File: src/rtl/prim_clock_sel_ctrl.sv
// Glitch-free select sequencer for a two-input clock mux: gates the muxed clock,
// flips the registered select only while gated, lets it settle, then re-enables.
module prim_clock_sel_ctrl #(
    parameter int   GateCycles   = 4,
    parameter int   SettleCycles = 4,
    parameter logic ResetSel     = 1'b0
) (
    input  logic clk_i,
    input  logic rst_i,
    input  logic req_i,
    input  logic sel_req_i,
    output logic ack_o,
    output logic busy_o,
    output logic sel_o,
    output logic clk_en_o
);

    localparam int MaxCycles = (GateCycles > SettleCycles) ? GateCycles : SettleCycles;
    localparam int CntWidth  = $clog2(MaxCycles + 1);
    localparam logic [CntWidth-1:0] GateLoad   = CntWidth'(GateCycles - 1);
    localparam logic [CntWidth-1:0] SettleLoad = CntWidth'(SettleCycles - 1);

    typedef enum logic [1:0] {
        IDLE,
        GATE_OFF,
        SETTLE,
        ACK
    } state_t;

    state_t              state;
    logic [CntWidth-1:0] count;
    logic                target;

    // Every output is computed for the next state so it leaves a flop with no
    // combinational path from the request inputs.
    always_ff @(posedge clk_i) begin
        if (rst_i) begin
            state    <= IDLE;
            count    <= '0;
            target   <= ResetSel;
            sel_o    <= ResetSel;
            clk_en_o <= 1'b1;
            ack_o    <= 1'b0;
            busy_o   <= 1'b0;
        end else begin
            ack_o <= 1'b0;
            case (state)
                IDLE: begin
                    clk_en_o <= 1'b1;
                    busy_o   <= 1'b0;
                    if (req_i) begin
                        target <= sel_req_i;
                        busy_o <= 1'b1;
                        if (sel_req_i == sel_o) begin
                            state <= ACK;
                            ack_o <= 1'b1;
                        end else begin
                            state    <= GATE_OFF;
                            clk_en_o <= 1'b0;
                            count    <= GateLoad;
                        end
                    end
                end
                // The select only moves here, with the gate already closed
                // for the full gating window.
                GATE_OFF: begin
                    if (count == '0) begin
                        sel_o <= target;
                        count <= SettleLoad;
                        state <= SETTLE;
                    end else begin
                        count <= count - 1'b1;
                    end
                end
                SETTLE: begin
                    if (count == '0) begin
                        state    <= ACK;
                        clk_en_o <= 1'b1;
                        ack_o    <= 1'b1;
                    end else begin
                        count <= count - 1'b1;
                    end
                end
                ACK: begin
                    state  <= IDLE;
                    busy_o <= 1'b0;
                end
                default: begin
                    state    <= IDLE;
                    clk_en_o <= 1'b1;
                    busy_o   <= 1'b0;
                end
            endcase
        end
    end

endmodule

File: config.mk
export PLATFORM = sky130hd
export DESIGN_NAME = prim_clock_sel_ctrl
export DESIGN_NICKNAME = d
export VERILOG_FILES = /design/src/rtl/prim_clock_sel_ctrl.sv
export SDC_FILE = /design/constraint.sdc
export NUM_CORES = 1
export LEC_CHECK = 0
export BUFFER_PORTS_ARGS = -buffer_cell sky130_fd_sc_hd__buf_2
export CAP_MARGIN = 20
export CORE_AREA = 2 2 39 41
export CTS_BUF_LIST = sky130_fd_sc_hd__clkbuf_4 sky130_fd_sc_hd__clkbuf_8
export CTS_CLUSTER_SIZE = 40
export DETAILED_ROUTE_END_ITERATION = 8
export DIE_AREA = 0 0 41 43
export PLACE_DENSITY = 0.64
export SYNTH_ARGS = -nofsm -noshare
export SYNTH_HDL_FRONTEND = slang
export SYNTH_SLANG_ARGS = --single-unit
File: constraint.sdc
create_clock -name clk_i -period 3.3 [get_ports clk_i]
set_clock_uncertainty 0.15 [all_clocks]
set_input_delay 0.99 -clock clk_i [delete_from_list [all_inputs] [get_ports clk_i]]
set_output_delay 0.99 -clock clk_i [all_outputs]
set_load 0.01 [all_outputs]
==> metrics.cfg <==
[run_status]
status = complete, no violations

[cts]
cts_num_sinks = 10
clkSlewWorstSetupHoldPaths_ps = 60
worst_skew_late_latency_ps = 260
cts-root-to-sink-buffers = 2
cts_buffers = 3
post_cts_buffers = 0
cts.root.buffer_cell = sky130_fd_sc_hd__clkbuf_4
htree_num_levels = 1
tritoncts = built
cts_resized = 0
hold_buffers_post_cts = 0

[die]
die-height_um = 43
die_width_um = 41
rows = 14
top_level_ports = 8
core_area_um2 = 1384
floorplan.initialDensity_pct = 40.24
floorplan.die_area_um2 = 1763

[grt]
grt_pass1_vias = 424
gr-usage-all-layers_pct = 14.85
grt_pass1_wl_um = 1731
grt_antenna_before_repair = 0
grt.overflow.total = 0
largest_net_degree_at_the_start_of_global_routing = 9

[power_and_ir_drop]
cell_area_power_density_nw_per_um2 = 923.5
power_switching_mw = 0.2361
leakage_nw = 0.2917
cellInternalPower_mw = 0.3590
seqPwrFrac_pct = 31.8
swShare_pct = 39.68
combinationalPowerShare_pct = 50.2
pwr-share-clk_pct = 18.1
vdd_ir_drop_max_mv = 0.4035

[worst_hold_path]
hold_class = flip-flop to flip-flop

[setup_path]
worstPathRequired_ps = 3330
cp_data_arrival_time_ps = 2150
worstSetupEndpointType = flip-flop
crit_chain = buf_2 -> xnor2_1 -> a2111oi_4 -> a21oi_1 -> a211oi_2
crit_path_max_fanout = 6
library_cell_contributing_the_largest_single_delay_on_the_critical_path = sky130_fd_sc_hd__a2111oi_4
critical-path-max-stage-delay_ps = 520
worstSetupPathType = input port to flip-flop
startpoint_type = input port

[logic_synthesis]
synth_area_leader_cell = sky130_fd_sc_hd__dfxtp_1
asyncSetResetFlopFracSynth_pct = 0
yosys-top-cells-count = sky130_fd_sc_hd__dfxtp_1, sky130_fd_sc_hd__nand2_1, sky130_fd_sc_hd__ha_1
avgSynthCellArea_um2 = 8.980
yosysTopAreaCellShare_pct = 35.96
synth.most_common_cell = sky130_fd_sc_hd__dfxtp_1
synth_enable_flop_cells = 0
synthesis_stage_register_bit_count = 10
synth-seq-area-share_pct = 35.96
synth_flop_cell = sky130_fd_sc_hd__dfxtp_1
syn_inst = 62
ys.warnings.count = 0
synth_cell_type_count = 24
mappedNetlistNets = 72
synth.cell_area_um2 = 556.8
synth.top_cells.by_area = sky130_fd_sc_hd__dfxtp_1, sky130_fd_sc_hd__ha_1, sky130_fd_sc_hd__a2111oi_4, sky130_fd_sc_hd__nand2_1, sky130_fd_sc_hd__a21oi_1

[cells_and_area]
stdcell_area_um2 = 644.4
net_count_reported_at_finish = 83
post_route_cells_drive_above_1_share_pct = 20.83
area_growth_syn_to_layout_pct = 15.73
diodes = 0

[placement]
port-buffer-count = 7
dpl-instance-area_um2 = 608.1
post-dp-hpwl_um = 804.8
gp_congestion = 0.7515

[sta]
max_freq_mhz = 471.8
timing_worst_slew_pin_value_ps = 461.3
fraction_of_the_cycle_the_final_worst_path_needs_pct = 64.23
setup-tns-final_ps = 0
worst_hold_slack_ps = 317.5
max_slew_margin_pct = 69.03
period_needed_ps = 2120
rsz_0062_raised_after_global_routing = false
final_max_slew_viol_count = 0
timing.final.hold_violations = 0
setup_viol_count_final = 0

[route]
routedWlPerCell_um = 11.59
finalWirelength_um = 1020
route.detailed.vias_per_inst = 5.045
drcViolationCount = 0
postRouteAntennaNets = 0
initialDrtViolationCount = 0
detailroute.via_count = 444
drt_pass1_iterations = 1

[run]
drv_cap = 0

-- path summary, 6_finish.rpt --
kind | endpoint | slack, ps | depth (start not counted) | from
min reg2reg | target | 320 | 2 | target
max reg2reg | count[2] | 1290 | 6 | state[0]
max | count[2] | 1180 | 5 | sel_req_i
min | target | 320 | 2 | target
-- cell type report --
cell class,count,area (um^2)
fill,136,739.5
multi-input combinational,46,334.1
sequential,10,200.2
clock buffer,4,36.28
timing repair buffer,7,35.03
tap,16,20.02
inverter,5,18.77
-- cell usage in the layout, fill, tap and decap left out --
cell type,count
sky130_fd_sc_hd__a2111oi_4,1
sky130_fd_sc_hd__a211oi_1,1
sky130_fd_sc_hd__a211oi_2,1
sky130_fd_sc_hd__a21o_1,1
sky130_fd_sc_hd__a21oi_1,4
sky130_fd_sc_hd__a31oi_1,3
sky130_fd_sc_hd__and3b_1,1
sky130_fd_sc_hd__buf_2,7
sky130_fd_sc_hd__clkbuf_4,3
sky130_fd_sc_hd__clkbuf_8,1
sky130_fd_sc_hd__dfxtp_1,10
sky130_fd_sc_hd__ha_1,6
sky130_fd_sc_hd__inv_1,5
sky130_fd_sc_hd__mux2i_1,2
sky130_fd_sc_hd__nand2_1,7
sky130_fd_sc_hd__nand2b_1,1
sky130_fd_sc_hd__nand3_1,2
sky130_fd_sc_hd__nand3b_1,1
sky130_fd_sc_hd__nor2_1,4
sky130_fd_sc_hd__nor2b_1,2
sky130_fd_sc_hd__nor3_1,2
sky130_fd_sc_hd__nor3b_1,1
sky130_fd_sc_hd__o21ai_0,3
sky130_fd_sc_hd__o221a_2,1
sky130_fd_sc_hd__or2_2,1
sky130_fd_sc_hd__xnor2_1,1
-- power by group through the flow --
stage                     clock, mW  combinational, mW  sequential [mW]
after floorplan                   0              0.235            0.191
after global placement            0              0.294            0.189
after detailed placement          0              0.299            0.191
after CTS                     0.114              0.300            0.189
after global routing          0.119              0.335            0.195
final                         0.108              0.298            0.189
-- cell families (layout without fill, tap and decap cells) --
logic type	Yosys count	count (layout)	synth area share, %
mux	2	2	3.596
xor+xnor	1	1	1.573
flops	10	10	35.95
compound gates	15	15	21.57
buf+inv	6	16	4.045
fa+ha+maj	6	6	13.48
simple gates	22	22	19.78
-- registers in the layout, summed over array words and instances, names as in the netlist --
signal / flops
busy_o: 1
ack_o: 1
sel_o: 1
clk_en_o: 1
state: 2
count: 3
target: 1
-- worst max-delay path: cells and delay by family --
kind | cells | cell delay [ps]
AOI/OAI and AO/OA | 3 | 860
xor gates and xnor gates | 1 | 200
buffers and inverters | 1 | 110
-- routing by layer --
metal	wire [um]	GRT usage, %	vias to the layer above
li1	-	-	239
met5	0	0	-
met1	467	18.36	200
met4	0	4.000	0
met2	504	21.88	5
met3	49	7.853	0
-- metrics by stage --
step                setup WS (ps)  util [%]  cells  total power [mW]
floorplan                    1124         -     62            0.4264
global placement            961.4     43.94     84            0.4839
detailed placement          915.1     43.94     84            0.4901
CTS                          1202     46.56     88            0.6019
global route                 1078     46.56     88            0.6490
finish                       1180     46.56     88            0.5951
Power figures use the tool's default switching activity.
